==> src/rtl/sobel_rd_stage_if.sv <==
// Pixel-stream bundle between display timing / image ROM and the Sobel read stage.
// The master side drives timing, threshold and ROM data; the slave side returns the ROM address and edge pixel.
`timescale 1ns/1ps
interface sobel_rd_stage_if #(
    parameter int ADDR_W = 16
);
    logic              area;
    logic              v_sync;
    logic [7:0]        thresh;
    logic [ADDR_W-1:0] rom_addr;
    logic [7:0]        rom_data;
    logic [7:0]        dout;

    modport master (
        output area, v_sync, thresh, rom_data,
        input  rom_addr, dout
    );

    modport slave (
        input  area, v_sync, thresh, rom_data,
        output rom_addr, dout
    );
endinterface

==> src/rtl/sobel_rd_stage.sv <==
// Streams a grayscale image out of ROM in raster order and emits a thresholded
// Sobel edge map (RGB332 white/black), 4 cycles behind each consumed pixel.
`timescale 1ns/1ps
module sobel_rd_stage #(
    parameter int IMG_W  = 198,
    parameter int IMG_H  = 198,
    parameter int ADDR_W = 16
) (
    input  logic             vga_clk,
    input  logic             rst_n,
    sobel_rd_stage_if.slave  bus
);
    localparam int CW   = (IMG_W > 1) ? $clog2(IMG_W) : 1;
    localparam int RW   = (IMG_H > 1) ? $clog2(IMG_H) : 1;
    localparam int NPIX = IMG_W * IMG_H;

    logic [ADDR_W-1:0] addr_reg;
    logic [CW-1:0]     col_reg, col1_reg;
    logic [RW-1:0]     row_reg, row1_reg;
    logic              vs_d_reg, v1_reg, w_ok_reg, w3_reg;
    logic [7:0]        lb0_q_reg, lb1_q_reg;
    logic signed [10:0] gx_reg, gy_reg;
    logic [7:0]        dout_reg;
    logic              resync;

    assign resync = bus.v_sync & ~vs_d_reg;

    // Fetch counters; a frame-sync edge takes priority over an active pixel.
    always_ff @(posedge vga_clk or negedge rst_n) begin
        if (!rst_n) begin
            vs_d_reg <= 1'b0;
            addr_reg <= '0;
            col_reg  <= '0;
            row_reg  <= '0;
            col1_reg <= '0;
            row1_reg <= '0;
            v1_reg   <= 1'b0;
        end else begin
            vs_d_reg <= bus.v_sync;
            if (resync) begin
                addr_reg <= '0;
                col_reg  <= '0;
                row_reg  <= '0;
                v1_reg   <= 1'b0;
            end else begin
                v1_reg <= bus.area;
                if (bus.area) begin
                    col1_reg <= col_reg;
                    row1_reg <= row_reg;
                    addr_reg <= (addr_reg == ADDR_W'(NPIX - 1)) ? '0 : addr_reg + 1'b1;
                    if (col_reg == CW'(IMG_W - 1)) begin
                        col_reg <= '0;
                        row_reg <= (row_reg == RW'(IMG_H - 1)) ? '0 : row_reg + 1'b1;
                    end else begin
                        col_reg <= col_reg + 1'b1;
                    end
                end
            end
        end
    end

    // Line buffers: read is issued alongside the ROM fetch so both arrive in the v1 cycle;
    // the write trails by one pixel, so the read never targets the column being written.
    logic [7:0] lb0_mem [IMG_W];
    logic [7:0] lb1_mem [IMG_W];

    always_ff @(posedge vga_clk) begin
        if (bus.area) begin
            lb0_q_reg <= lb0_mem[col_reg];
            lb1_q_reg <= lb1_mem[col_reg];
        end
        if (v1_reg) begin
            lb0_mem[col1_reg] <= bus.rom_data;
            lb1_mem[col1_reg] <= lb0_q_reg;
        end
    end

    // 3x3 window, row 0 oldest, column 2 newest.
    logic [7:0] new_col [3];
    assign new_col[0] = lb1_q_reg;
    assign new_col[1] = lb0_q_reg;
    assign new_col[2] = bus.rom_data;

    genvar gi;
    generate
        for (gi = 0; gi < 3; gi++) begin : g_row
            logic [7:0] c0_reg, c1_reg, c2_reg;
            always_ff @(posedge vga_clk or negedge rst_n) begin
                if (!rst_n) begin
                    c0_reg <= '0;
                    c1_reg <= '0;
                    c2_reg <= '0;
                end else if (v1_reg) begin
                    c0_reg <= c1_reg;
                    c1_reg <= c2_reg;
                    c2_reg <= new_col[gi];
                end
            end
        end
    endgenerate

    logic [7:0] p00, p01, p02, p10, p12, p20, p21, p22;
    assign p00 = g_row[0].c0_reg;
    assign p01 = g_row[0].c1_reg;
    assign p02 = g_row[0].c2_reg;
    assign p10 = g_row[1].c0_reg;
    assign p12 = g_row[1].c2_reg;
    assign p20 = g_row[2].c0_reg;
    assign p21 = g_row[2].c1_reg;
    assign p22 = g_row[2].c2_reg;

    logic [10:0] gx_pos, gx_neg, gy_pos, gy_neg;
    always_comb begin
        gx_pos = 11'(p02) + 11'({p12, 1'b0}) + 11'(p22);
        gx_neg = 11'(p00) + 11'({p10, 1'b0}) + 11'(p20);
        gy_pos = 11'(p20) + 11'({p21, 1'b0}) + 11'(p22);
        gy_neg = 11'(p00) + 11'({p01, 1'b0}) + 11'(p02);
    end

    logic [10:0] ax, ay;
    logic [11:0] sum_abs;
    logic [7:0]  mag;
    always_comb begin
        ax      = gx_reg[10] ? $unsigned(-gx_reg) : $unsigned(gx_reg);
        ay      = gy_reg[10] ? $unsigned(-gy_reg) : $unsigned(gy_reg);
        sum_abs = {1'b0, ax} + {1'b0, ay};
        mag     = (sum_abs > 12'd255) ? 8'hFF : sum_abs[7:0];
    end

    // Valid flags run every cycle so blanking gaps travel down as bubbles.
    always_ff @(posedge vga_clk or negedge rst_n) begin
        if (!rst_n) begin
            w_ok_reg <= 1'b0;
            w3_reg   <= 1'b0;
            gx_reg   <= '0;
            gy_reg   <= '0;
            dout_reg <= 8'h00;
        end else begin
            gx_reg <= $signed(gx_pos - gx_neg);
            gy_reg <= $signed(gy_pos - gy_neg);
            if (resync) begin
                w_ok_reg <= 1'b0;
                w3_reg   <= 1'b0;
                dout_reg <= 8'h00;
            end else begin
                w_ok_reg <= v1_reg && (row1_reg >= RW'(2)) && (col1_reg >= CW'(2));
                w3_reg   <= w_ok_reg;
                dout_reg <= (w3_reg && (mag > bus.thresh)) ? 8'hFF : 8'h00;
            end
        end
    end

    assign bus.rom_addr = addr_reg;
    assign bus.dout     = dout_reg;

endmodule
==> src/flat_wrapper.sv <==
// flat-port wrapper written by rule: the top's interface ports become plain ports
module sobel_rd_stage_flat 
#(
    parameter int IMG_W  = 198,
    parameter int IMG_H  = 198,
    parameter int ADDR_W = 16
)
  (vga_clk, rst_n, bus_area, bus_v_sync, bus_thresh, bus_rom_data, bus_rom_addr, bus_dout);
  sobel_rd_stage_if #(.ADDR_W(ADDR_W)) bus_i ();
  input  logic vga_clk;
  input  logic rst_n;
  input wire logic [$bits(bus_i.area)-1:0] bus_area;
  input wire logic [$bits(bus_i.v_sync)-1:0] bus_v_sync;
  input wire logic [$bits(bus_i.thresh)-1:0] bus_thresh;
  input wire logic [$bits(bus_i.rom_data)-1:0] bus_rom_data;
  output wire logic [$bits(bus_i.rom_addr)-1:0] bus_rom_addr;
  output wire logic [$bits(bus_i.dout)-1:0] bus_dout;
  assign bus_i.area = bus_area;
  assign bus_i.v_sync = bus_v_sync;
  assign bus_i.thresh = bus_thresh;
  assign bus_i.rom_data = bus_rom_data;
  assign bus_rom_addr = bus_i.rom_addr;
  assign bus_dout = bus_i.dout;
  sobel_rd_stage #(.IMG_W(IMG_W), .IMG_H(IMG_H), .ADDR_W(ADDR_W)) u_core (.vga_clk(vga_clk), .rst_n(rst_n), .bus(bus_i));
endmodule
==> config.mk <==
export PLATFORM = sky130hd
export DESIGN_NAME = sobel_rd_stage_flat
export DESIGN_NICKNAME = d
export VERILOG_FILES = /design/src/rtl/sobel_rd_stage_if.sv /design/src/rtl/sobel_rd_stage.sv /design/src/flat_wrapper.sv
export SDC_FILE = /design/constraint.sdc
export NUM_CORES = 2
export LEC_CHECK = 0
export ABC_CLOCK_PERIOD_IN_PS = 3800
export BUFFER_PORTS_ARGS = -buffer_cell sky130_fd_sc_hd__buf_2
export CORE_MARGIN = 4
export CORE_UTILIZATION = 57
export CTS_CLUSTER_SIZE = 28
export DETAILED_ROUTE_END_ITERATION = 16
export PLACE_DENSITY = 0.76
export SETUP_SLACK_MARGIN = 0.1
export SYNTH_ARGS = -nofsm -noshare
export SYNTH_HDL_FRONTEND = slang
export SYNTH_SLANG_ARGS = --single-unit
==> constraint.sdc <==
create_clock -name vga_clk -period 3.8 [get_ports vga_clk]
set_input_delay 0.57 -clock vga_clk [delete_from_list [all_inputs] [get_ports vga_clk]]
set_output_delay 0.57 -clock vga_clk [all_outputs]
set_load 0.02 [all_outputs]
==> Flow_metrics.wiki <==
{| class="wikitable"
! Metric !! Value
|-
| Status || completed
|-
| Number of buffers inserted by port buffering || 43
|-
| Final period util || 97.1%
|-
| Via count of the first global-routing pass || 69100
|-
| Die Width || 487 µm
|-
| Mean cell area of the mapped netlist || 21.0 µm²
|-
| Clock buffer count from CTS || 336
|-
| DRT Pass-1 Iters || 7
|-
| Worst-Skew Late Latency || 0.96 ns
|-
| Share of post-route cells with drive strength above 1 || 29.6%
|-
| Critical setup path kind || reg2reg
|-
| Top post-synthesis cells by area || sky130_fd_sc_hd__edfxtp_1 73%, sky130_fd_sc_hd__mux4_2 13%, sky130_fd_sc_hd__dfrtp_1 2.8%
|-
| Number of placement rows || 175
|-
| Number of DRC markers after the initial detailed-route iteration || 10900
|-
| Net count reported at finish || 7024
|-
| DR WL/cell || 33.5 µm
|-
| Worst rel slew slack || 3.43%
|-
| Synth warnings || 0
|-
| Pin count of the biggest net entering global routing || 171
|-
| Most common cell after layout, fill and taps aside || sky130_fd_sc_hd__edfxtp_1
|-
| Cell chain of the critical path || ha_2, fa_2, inv_1, fa_1, fa_1, ha_4, nor2b_1, o21ai_0, nand2b_1, a21o_1, a21o_1, a311o_1, o211ai_1
|-
| Number of nets with antenna violations after routing || 0
|-
| GRT Total Usage || 28.8%
|-
| Post-synth top area share || 73.2%
|-
| DIE HEIGHT || 487 µm
|-
| Worst EP arrival || 4.52 ns
|-
| Crit Path Max Fanout || 3
|-
| Post-synthesis register bit count || 3330
|-
| Worst Path Buf+Inv || 1
|-
| Routed vias/inst || 6.83
|-
| Post-synth EDFFs || 3184
|-
| Fillers || 14000
|-
| Final total negative setup slack || 0 ns
|-
| Final Cell Area || 149000 µm²
|-
| Top Registers || u_core.lb0_mem (1584), u_core.lb1_mem (1584)
|-
| Skew final || 0.0662 ns
|-
| Drt drc || 0
|-
| Slew at the pin closest to its max-slew limit || 1.45 ns
|-
| Maximum clock rate || 271 MHz
|-
| Clk buf depth || 4
|-
| Critical Path Sink Type || register
|-
| Startpoint kind of the worst setup timing path || register
|-
| Area growth syn-to-layout || 14.3%
|-
| Slowest-stage cell, CP || sky130_fd_sc_hd__fa_1
|-
| Detailed Place HPWL || 201000 µm
|-
| Die Footprint || 237000 µm²
|-
| GP Congestion || 0.905
|-
| Number of max-slew violations in the final report || 0
|-
| Commonest cells after routing, fill and taps aside || 3184 x sky130_fd_sc_hd__edfxtp_1, 758 x sky130_fd_sc_hd__mux4_2, 570 x sky130_fd_sc_hd__buf_4
|-
| Register area share after synthesis || 76.0%
|-
| Period minus WS final || 3.69 ns
|-
| Hold Path Class || in2reg
|-
| Crit path largest cell delay || 0.53 ns
|-
| Routed vias || 69200
|-
| First-pass GRT wire length || 494000 µm
|-
| Initial antenna violation count || 13
|-
| Clock tree from TritonCTS || yes
|-
| Area of the core || 228000 µm²
|-
| Final setup fails || 0
|-
| Standard cell area after detailed placement || 138000 µm²
|-
| Power Density || 674 nW/µm²
|-
| Number of distinct library cell variants in the gate-level netlist after synthesis || 69
|-
| Standby leakage power || 48.3 nW
|-
| Top delay family on crit path || adder cells
|-
| Final wirelength || 339000 µm
|-
| Ports || 44
|-
| Initial standard-cell utilization of the core || 57.4%
|-
| Synth Cell Area || 131000 µm²
|-
| Post-CTS clock slew at the launch and capture registers of the worst setup and hold paths || 0.06 ns
|-
| H-Tree Depth || 5
|-
| Required time of the critical path || 4.63 ns
|-
| CTS Sinks || 3330
|-
| Total grt overflow || 0
|-
| Pre-CTS worst setup slack || -0.237 ns
|-
| Dominant synthesized flop cell || sky130_fd_sc_hd__edfxtp_1
|-
| Buffer cell driving the clock tree root || sky130_fd_sc_hd__clkbuf_16
|-
| Worst supply voltage drop on vdd || 1240 µV
|-
| Setup repair after global routing missed its margin || yes
|-
| Dominant cell type by area after synthesis || sky130_fd_sc_hd__edfxtp_1
|-
| Final-report hold violation count || 0
|-
| Setup slack of the critical path after layout || 0.111 ns
|-
| Post-layout power || 101 mW
|-
| Post-synthesis async set-or-reset flop share || 4.38%
|-
| Count of max-cap constraint violations || 0
|-
| Syn_nets || 6354
|-
| Gate count of the mapped netlist || 6215
|}
logic make-up (layout without fill, tap and decap cells):
group,Yosys count,in the layout,share of synthesized area [%]
XOR/XNOR,72,72,0.483
multiplexers,967,967,14.7
buffers and inverters,409,1313,1.57
AND/OR/NAND/NOR,617,617,2.12
flip-flops,3330,3330,76.0
adder cells (fa/ha/maj),119,119,1.35
other,0,8,0
AO/OA/AOI/OAI,701,701,3.75
final cells by class:
class	count	area, µm²	share of cell area, %
repair buffers	680	5850	3.92
inverters	61	231	0.155
flip-flops and latches	3330	99300	66.5
well taps	3009	3760	2.52
multi-input cells	2476	30100	20.1
clock inverters	146	1160	0.777
clock buffers	426	8920	5.98
diodes	8	20.0	0.0134
repair_timing:
action	in CTS	in global routing
gates resized for setup	72	59
pin swaps	32	40
hold buffers	3	0
hold endpoints to repair	114	0
setup endpoints to repair	10	18
buffers inserted	15	10
power breakdown:
part	switching [mW]	leakage (nW)	internal (mW)
Sequential	0.585	30.4	42.1
Combinational	14.6	13.0	12.4
Clock	13.3	4.94	17.7
Total	28.4	48.3	72.2
Yosys cell counts (14+ instances only):
master / n
sky130_fd_sc_hd__clkbuf_1: 148
sky130_fd_sc_hd__a22oi_1: 189
sky130_fd_sc_hd__buf_4: 40
sky130_fd_sc_hd__edfxtp_1: 3184
sky130_fd_sc_hd__mux2_2: 77
sky130_fd_sc_hd__a21oi_1: 118
sky130_fd_sc_hd__a221oi_1: 67
sky130_fd_sc_hd__ha_1: 82
sky130_fd_sc_hd__nor2_1: 252
sky130_fd_sc_hd__dfrtp_1: 146
sky130_fd_sc_hd__nand3_1: 42
sky130_fd_sc_hd__xor2_1: 25
sky130_fd_sc_hd__buf_1: 29
sky130_fd_sc_hd__nand2b_1: 28
sky130_fd_sc_hd__nand2_1: 158
sky130_fd_sc_hd__buf_6: 33
sky130_fd_sc_hd__mux4_2: 758
sky130_fd_sc_hd__nor3_1: 41
sky130_fd_sc_hd__o31ai_1: 14
sky130_fd_sc_hd__a21o_1: 14
sky130_fd_sc_hd__xnor2_1: 47
sky130_fd_sc_hd__o21ai_0: 97
sky130_fd_sc_hd__buf_2: 98
sky130_fd_sc_hd__and3_1: 14
sky130_fd_sc_hd__a22o_1: 62
sky130_fd_sc_hd__mux2i_1: 132
sky130_fd_sc_hd__fa_1: 37
sky130_fd_sc_hd__nor2b_1: 28
sky130_fd_sc_hd__o211ai_1: 21
sky130_fd_sc_hd__inv_1: 60
sky130_fd_sc_hd__o22ai_1: 29
final timing paths:
| kind | startpoint | to | slack [ns] | cells past startpoint |
|---|---|---|---|---|
| max reg2reg | u_core.g_row[0].c0_reg[1] | u_core.gy_reg[10] | 0.11 | 13 |
| min in group asynchronous | rst_n | u_core.gx_reg[0] | 0.37 | 2 |
| min reg2reg | u_core.lb1_q_reg[4] | u_core.g_row[0].c2_reg[4] | 0.48 | 2 |
| max | u_core.g_row[0].c0_reg[1] | u_core.gy_reg[10] | 0.11 | 13 |
| max in group asynchronous | rst_n | u_core.col_reg[0] | 2.47 | 3 |
| min | bus_rom_data[5] | u_core.lb0_mem[94][5] | 0.15 | 1 |
per-stage QoR:
step	cells	util, %	hold slack, ns
after floorplan	6215	-	0.274
after global placement	9528	60.8	0.457
after detailed placement	9528	60.8	0.463
after CTS	10100	65.4	0.120
after global routing	10100	65.6	0.155
final	10100	65.6	0.148
layer usage:
| layer | GRT usage [%] | routed length, µm | up-vias |
|---|---|---|---|
| met5 | 0 | 80 | - |
| met4 | 11.6 | 15000 | 12 |
| met3 | 7.20 | 43100 | 782 |
| met2 | 43.8 | 160000 | 5268 |
| met1 | 40.8 | 121000 | 36000 |
| li1 | - | - | 27200 |
Note: power is estimated with default switching activity, not from simulation.
